--- src/rtl/muldiv_unit.sv ---
// Iterative multiply/divide unit: a shift-add multiplier or restoring divider
// with a fixed WIDTH+2 cycle latency. Signed ops work on magnitudes, with the
// sign fixed up before the result is loaded.
module muldiv_unit #(
  parameter int unsigned WIDTH = 32
) (
  input  logic             clk,
  input  logic             reset,
  input  logic             start,
  input  logic [1:0]       op,
  input  logic [WIDTH-1:0] In1,
  input  logic [WIDTH-1:0] In2,
  input  logic             flush,
  output logic             busy,
  output logic             done,
  output logic [WIDTH-1:0] hi,
  output logic [WIDTH-1:0] lo,
  output logic             div_by_zero
);

  typedef enum logic [1:0] {IDLE, RUN, FIX, DONE} state_e;
  localparam int unsigned CW = $clog2(WIDTH + 1);

  state_e           state_q;
  logic [CW-1:0]    cnt_q;
  logic [1:0]       op_q;
  logic [WIDTH-1:0] a_q, b_q, m_q, acc_hi_q, acc_lo_q;
  logic [WIDTH-1:0] hi_q, lo_q;
  logic             busy_q, done_q, dbz_q;

  logic [WIDTH-1:0] mag1, mag2;
  logic [WIDTH:0]   mul_sum;
  logic [WIDTH:0]   div_shift;
  logic             div_ok;
  logic [WIDTH-1:0] step_hi_d, step_lo_d;
  logic             neg_a, neg_b;
  logic [2*WIDTH-1:0] prod, prod_fix;
  logic [WIDTH-1:0] fix_hi_d, fix_lo_d;
  logic             fix_dbz_d;

  // op[0]==0 selects the signed variants
  assign mag1 = (!op[0] && In1[WIDTH-1]) ? ('0 - In1) : In1;
  assign mag2 = (!op[0] && In2[WIDTH-1]) ? ('0 - In2) : In2;

  assign mul_sum   = {1'b0, acc_hi_q} + {1'b0, (acc_lo_q[0] ? m_q : '0)};
  assign div_shift = {acc_hi_q, acc_lo_q[WIDTH-1]};
  assign div_ok    = (div_shift >= {1'b0, m_q});

  always_comb begin
    step_hi_d = acc_hi_q;
    step_lo_d = acc_lo_q;
    if (op_q[1]) begin
      // Partial remainder stays below the divisor, so the WIDTH-bit difference is exact
      step_hi_d = div_ok ? (div_shift[WIDTH-1:0] - m_q) : div_shift[WIDTH-1:0];
      step_lo_d = {acc_lo_q[WIDTH-2:0], div_ok};
    end else begin
      step_hi_d = mul_sum[WIDTH:1];
      step_lo_d = {mul_sum[0], acc_lo_q[WIDTH-1:1]};
    end
  end

  assign neg_a    = !op_q[0] && a_q[WIDTH-1];
  assign neg_b    = !op_q[0] && b_q[WIDTH-1];
  assign prod     = {acc_hi_q, acc_lo_q};
  assign prod_fix = (neg_a ^ neg_b) ? ('0 - prod) : prod;

  always_comb begin
    fix_hi_d  = prod_fix[2*WIDTH-1:WIDTH];
    fix_lo_d  = prod_fix[WIDTH-1:0];
    fix_dbz_d = 1'b0;
    if (op_q[1]) begin
      if (b_q == '0) begin
        fix_hi_d  = a_q;
        fix_lo_d  = '1;
        fix_dbz_d = 1'b1;
      end else begin
        fix_hi_d = neg_a ? ('0 - acc_hi_q) : acc_hi_q;
        fix_lo_d = (neg_a ^ neg_b) ? ('0 - acc_lo_q) : acc_lo_q;
      end
    end
  end

  always_ff @(posedge clk or posedge reset) begin
    if (reset) begin
      state_q  <= IDLE;
      cnt_q    <= '0;
      op_q     <= '0;
      a_q      <= '0;
      b_q      <= '0;
      m_q      <= '0;
      acc_hi_q <= '0;
      acc_lo_q <= '0;
      hi_q     <= '0;
      lo_q     <= '0;
      dbz_q    <= 1'b0;
      busy_q   <= 1'b0;
      done_q   <= 1'b0;
    end else if (flush) begin
      state_q <= IDLE;
      busy_q  <= 1'b0;
      done_q  <= 1'b0;
    end else begin
      unique case (state_q)
        IDLE, DONE: begin
          done_q <= 1'b0;
          if (start) begin
            op_q     <= op;
            a_q      <= In1;
            b_q      <= In2;
            m_q      <= mag2;
            acc_hi_q <= '0;
            acc_lo_q <= mag1;
            cnt_q    <= '0;
            busy_q   <= 1'b1;
            state_q  <= RUN;
          end else begin
            state_q <= IDLE;
          end
        end
        RUN: begin
          // The cycle after the last step is spent in RUN so latency totals WIDTH+2
          if (cnt_q == CW'(WIDTH)) begin
            state_q <= FIX;
          end else begin
            acc_hi_q <= step_hi_d;
            acc_lo_q <= step_lo_d;
            cnt_q    <= cnt_q + CW'(1);
          end
        end
        FIX: begin
          hi_q    <= fix_hi_d;
          lo_q    <= fix_lo_d;
          dbz_q   <= fix_dbz_d;
          busy_q  <= 1'b0;
          done_q  <= 1'b1;
          state_q <= DONE;
        end
        default: state_q <= IDLE;
      endcase
    end
  end

  assign busy        = busy_q;
  assign done        = done_q;
  assign hi          = hi_q;
  assign lo          = lo_q;
  assign div_by_zero = dbz_q;

endmodule

--- config.mk ---
export PLATFORM = sky130hd
export DESIGN_NAME = muldiv_unit
export DESIGN_NICKNAME = d
export VERILOG_FILES = /design/src/rtl/muldiv_unit.sv
export SDC_FILE = /design/constraint.sdc
export NUM_CORES = 1
export LEC_CHECK = 0
export BUFFER_PORTS_ARGS = -buffer_cell sky130_fd_sc_hd__buf_2
export CAP_MARGIN = 30
export CORE_UTILIZATION = 30
export CTS_BUF_LIST = sky130_fd_sc_hd__clkbuf_8 sky130_fd_sc_hd__clkbuf_16
export CTS_CLUSTER_DIAMETER = 80
export CTS_CLUSTER_SIZE = 24
export DETAILED_ROUTE_END_ITERATION = 8
export PLACE_DENSITY = 0.54
export SYNTH_ARGS = -nofsm -noshare
export SYNTH_HDL_FRONTEND = slang
export SYNTH_SLANG_ARGS = --single-unit
--- constraint.sdc ---
create_clock -name clk -period 23.3 [get_ports clk]
set_input_delay 3.495 -clock clk [delete_from_list [all_inputs] [get_ports clk]]
set_output_delay 3.495 -clock clk [all_outputs]
set_load 0.02 [all_outputs]
== Word level (Yosys, flattened, before mapping) ==
Index checks and enable logic that the tools add are counted.

* Input bits: 70
* Register bits: 237
* Logic and storage cells: 80
* Output and inout port bits: 67

* Eq/ne operators: 8
* $lt $le $gt $ge: 1
* Add/sub/neg operators: 8
* Reduce and logical (&&, ||, !) cells: 15
* Bitwise operators: 2
* Mux-type cells: 33

{| class="wikitable"
|+ Operators by type and width
! cell !! number
|-
| $mux 32 || 16
|-
| $pmux 32 s2 || 2
|-
| $sub 1x32->32 const A || 4
|-
| $mux 64 || 1
|-
| $sub 1x64->64 const A || 1
|-
| $add 32x32->33 || 1
|-
| $ge 33x32->1 || 1
|-
| $logic_not 32->1 || 1
|-
| $sub 32x32->32 || 1
|-
| $mux 6 || 2
|-
| $pmux 6 s2 || 1
|-
| $add 6x1->6 const B || 1
|-
| $eq 6x6->1 const B || 1
|-
| $mux 1 || 6
|-
| $ne 3x3->1 const B || 2
|-
| $pmux 2 s3 || 1
|-
| $eq 2x2->1 const B || 2
|-
| $logic_and 1x1->1 || 4
|-
| $mux 2 || 2
|-
| $ne 2x2->1 const B || 2
|-
| $pmux 1 s2 || 2
|-
| $reduce_and 2->1 || 2
|-
| $reduce_and 4->1 || 1
|-
| $reduce_and 3->1 || 1
|-
| 8 further kinds || 9
|}

== Depth between registers and ports, before layout ==
* Word-level depth: 6
* Gate-level depth with buffers: 15
* Depth with buffers taken out: 14

== Least setup slack after synthesis ==
OpenSTA, ideal clock, no wires.

* Path kind: input to register
* From: input In1[2]
* To: register acc_lo_q[30]
* Slack: 17742 ps
* Required time: 23169 ps
* Data arrival time: 5427 ps
* Setup time: 131 ps
* Path buffers: 0
* Cell stages on the path: 10
* Path through: nor4_1 -> and3_1 -> and3b_1 -> a31oi_1 -> nand2b_1 -> nor2_1 -> xor2_1 -> nor2_1 -> a21oi_1 -> o21ai_1

* Cells in the longest elaborated chain, start to end: 4

{| class="wikitable"
|+ RTL lines
! item !! RTL line !! text
|-
| start, declared || 11 || <nowiki>input logic [WIDTH-1:0] In1,</nowiki>
|-
| $sub 1x32->32 || 42 || <nowiki>assign mag1 = (!op[0] && In1[WIDTH-1]) ? ('0 - In1) : In1;</nowiki>
|-
| $mux 32 || 42 ||
|-
| $mux 32 || 106 || <nowiki>if (start) begin</nowiki>
|-
| $pmux 32 s2 || 103 || <nowiki>unique case (state_q)</nowiki>
|-
| end signal, assigned || 112 || <nowiki>acc_lo_q <= mag1;</nowiki>
|-
| end signal, assigned || 126 || <nowiki>acc_lo_q <= step_lo_d;</nowiki>
|-
| end, declared || 27 || <nowiki>logic [WIDTH-1:0] a_q, b_q, m_q, acc_hi_q, acc_lo_q;</nowiki>
|}

No other way between the ends. The select of a mux whose other input is x is not followed.
A chain may end at the register's enable or synchronous reset.

== Worst setup path in the final report ==
Same ends and word-level chain as after synthesis.

==> reports/metrics.cfg <==
[status]
status = finished, final reports clean

[finish]
n_fill_cell = 5913
area.growth.synth_to_final_pct = 11.8
n_antenna_cell = 0
drive_gt1_share_pct = 10.3
final_net_count = 2368

[synthesis]
synthesis.instances = 2182
netlist.area_leader.share_pct = 34.7
yosysWarnings = 0
synth_nets = 2326
ys_ff_latch = 236
synth_edf_count = 0
ys_seq_area_share_pct = 34.7
syn_area_per_cell_um2 = 7.80
synth_area_um2 = 17000
yosys.cell_types.count = 80
synth_flop_cell = dfrtp_1
synth_commonest_cells = 436 x nand2_1, 236 x dfrtp_1, 192 x nor2_1
post-synth-top-count-cell = nand2_1
ys_top_cells_by_area = dfrtp_1 35%, nand2_1 9.6%, o21ai_0 5.4%, ha_1 5.3%, xor2_1 5.2%
synth_top_cell_by_area = dfrtp_1
async_flop_share_pct = 100

[clock_network]
clk_latency_ns = 0.55
cts_tree = yes
root_buffer = clkbuf_16
post_cts_buffers = 0
clock_sinks = 236
ctsHoldBuffers = 0
cts_max_level = 1
clk_pin_slew_ns = 0.08
cts_max_path_buffers = 3
cts_buffers = 21
ctsResizeCount = 0

[setup_path]
crit_type = in -> reg
timing.rr.end = acc_hi_q[28]
cp_top_family = simple AND/OR/NAND/NOR gates
cp.required_ns = 23.70
cpMostUsedCell = nor2_1
cp.arrival_ns = 6.07
crit_fanout = 7
start_kind = input pin
r2r_start = acc_lo_q[31]
max_stage_delay_ns = 0.85
reg2regPathDepth = 14
critPathSlowestCell = nor4_2
crit_chain = buf_2, nor4_2, and3_1, and3b_1, a31oi_1, nand2b_1, nor2_1, xor2_1, nor2_1, a21oi_1, o21ai_1
r2r_setup_slack_ns = 18.57
cp.buffers_inverters = 1
endpoint_kind = register

[die]
start_util_pct = 30.6
die_h_um = 240
die_x_um = 240
ios = 137
dieArea_um2 = 57700
coreArea_um2 = 55600
rows = 86

[drt]
antenna_left = 0
drtIter0Drc = 1310
viasPerCell = 5.24
wl_per_cell_um = 18.8
vias = 15600
drc_errors = 0
drt_first_pass_iters = 8
drt-total-wl_um = 56300

[global_routing]
grt_usage_pct = 19.5
grt_pass1_vias = 15000
grt_overflow_total = 0
antenna_found_initial = 0
grt_max_degree = 114
grt_pass1_wl_um = 88400

[power]
p_leak_nw = 8.72
max-vdd-ir-drop_uv = 60.9
finalPower_w = 0.00285
power_density_nw_per_um2 = 150

[sta]
tightestPinTransition_ns = 0.963
max_freq_mhz = 176
rsz0062_at_grt = no
finClkSkew_ns = 0.0193
max-slew-margin-rel_pct = 35.3
setup_violations = 0
final.period_utilization_pct = 24.3
post-route-min-period_ns = 5.67
fin_hold_ws_ns = 0.478
final_max_slew_viol_count = 0
fin_setup_tns_ns = 0
hold_viol = 0

[hold_path]
min_from = hi[0]
min_to = hi[0]
hold_path_depth = 2
worstHoldPathType = reg -> reg

[placed_design]
io_buffers = 136
dp_hpwl_um = 42200
routabilityCongestion = 0.896

[job]
drv_cap = 0

==> worst max-delay path by stage <==
| stage | startpoint | to | slack, ns | depth (start not counted) |
|---|---|---|---|---|
| floorplan | reset | a_q[0] | 13.33 | 1 |
| global placement | In1[2] | acc_lo_q[29] | 17.16 | 10 |
| detailed placement | In1[2] | acc_lo_q[30] | 17.10 | 11 |
| CTS | In1[2] | acc_lo_q[30] | 17.66 | 11 |
| global route | In1[2] | acc_lo_q[30] | 17.47 | 11 |
| finish | In1[2] | acc_lo_q[30] | 17.63 | 11 |
==> logic make-up after synthesis <==
logic type	count (synthesis)	synth area share, %
AO/OA/AOI/OAI	588	20.9
XOR/XNOR	201	10.3
adder cells (fa/ha/maj)	74	5.53
buffers and inverters	215	4.74
flip-flops	236	34.7
multiplexers	45	2.65
AND/OR/NAND/NOR	823	21.1
==> layer usage <==
| layer | up-vias | wire (µm) | GRT usage (%) |
|---|---|---|---|
| li1 | 7656 | - | - |
| met4 | 0 | 1370 | 4.90 |
| met3 | 68 | 2570 | 1.92 |
| met1 | 7494 | 27000 | 27.9 |
| met2 | 431 | 25400 | 31.2 |
| met5 | - | 0 | 0 |
==> power by group <==
group	total, W	internal [W]	switching (W)
Clock	0.000374	0.000181	0.000193
Sequential	0.000797	0.000584	0.000212
Combinational	0.00168	0.000608	0.00107
==> per-stage QoR <==
step / utilization (%) / cell area (µm²) / cells / setup WS [ns]
2_1_floorplan: - / 17000 / 2182 / 13.33
3_3_place_gp: 32.9 / 18300 / 2948 / 17.16
3_5_place_dp: 33.0 / 18300 / 2949 / 17.10
4_1_cts: 34.2 / 19000 / 2986 / 17.66
5_1_grt: 34.2 / 19000 / 2986 / 17.47
6_report: 34.2 / 19000 / 2986 / 17.63
==> sequential cells by signal (all words and copies together) (netlist names) <==
signal and flops:
div_by_zero 1, done 1, acc_lo_q 32, cnt_q 6
b_q 32, busy 1, hi 32, a_q 32
acc_hi_q 32, state_q 2, m_q 31, op_q 2
lo 32
==> cell usage in the layout, fill, tap and decap left out, drive strengths merged, types with 8 or more instances in the layout <==
cell type | synthesis | layout
nand2b | 14 | 14
a211oi | 14 | 14
clkinv | 1 | 8
o21a | 8 | 8
a31oi | 23 | 23
ha | 72 | 72
a22oi | 9 | 9
buf | 9 | 158
o41ai | 10 | 10
clkbuf | 130 | 22
and3 | 8 | 8
nand3 | 23 | 23
a21o | 31 | 31
o21bai | 14 | 14
nor3 | 40 | 40
o21ai | 234 | 234
nand4 | 15 | 15
nand2 | 436 | 436
nor4 | 34 | 34
dfrtp | 236 | 236
or4 | 8 | 8
a221o | 9 | 9
o31ai | 28 | 28
o211ai | 14 | 14
mux2i | 44 | 44
xnor2 | 100 | 100
a21oi | 143 | 143
xor2 | 101 | 101
nor2 | 193 | 193
inv | 75 | 83
nor2b | 11 | 11
or3 | 14 | 14
or2 | 9 | 9
==> cell type report <==
type                    instances  area, µm²  area share (%)
repair buffers                158        846            4.44
flip-flops and latches        236       5910            31.0
clock buffers                  22        539            2.83
inverters                      76        293            1.54
multi-input cells            1731      10400            54.4
well taps                     748        936            4.91
clock inverters                15        166           0.874
==> worst reg2reg max path, delay by kind of cell, from the launching register on <==
family	cells	cell delay, ns
buffers and inverters	2	0.40
muxes	1	0.26
adders and majority gates	2	0.67
DFF	1	0.51
AOI/OAI and AO/OA	8	2.54
and+or+nand+nor	1	0.19
(Power assumes the default switching activity.)
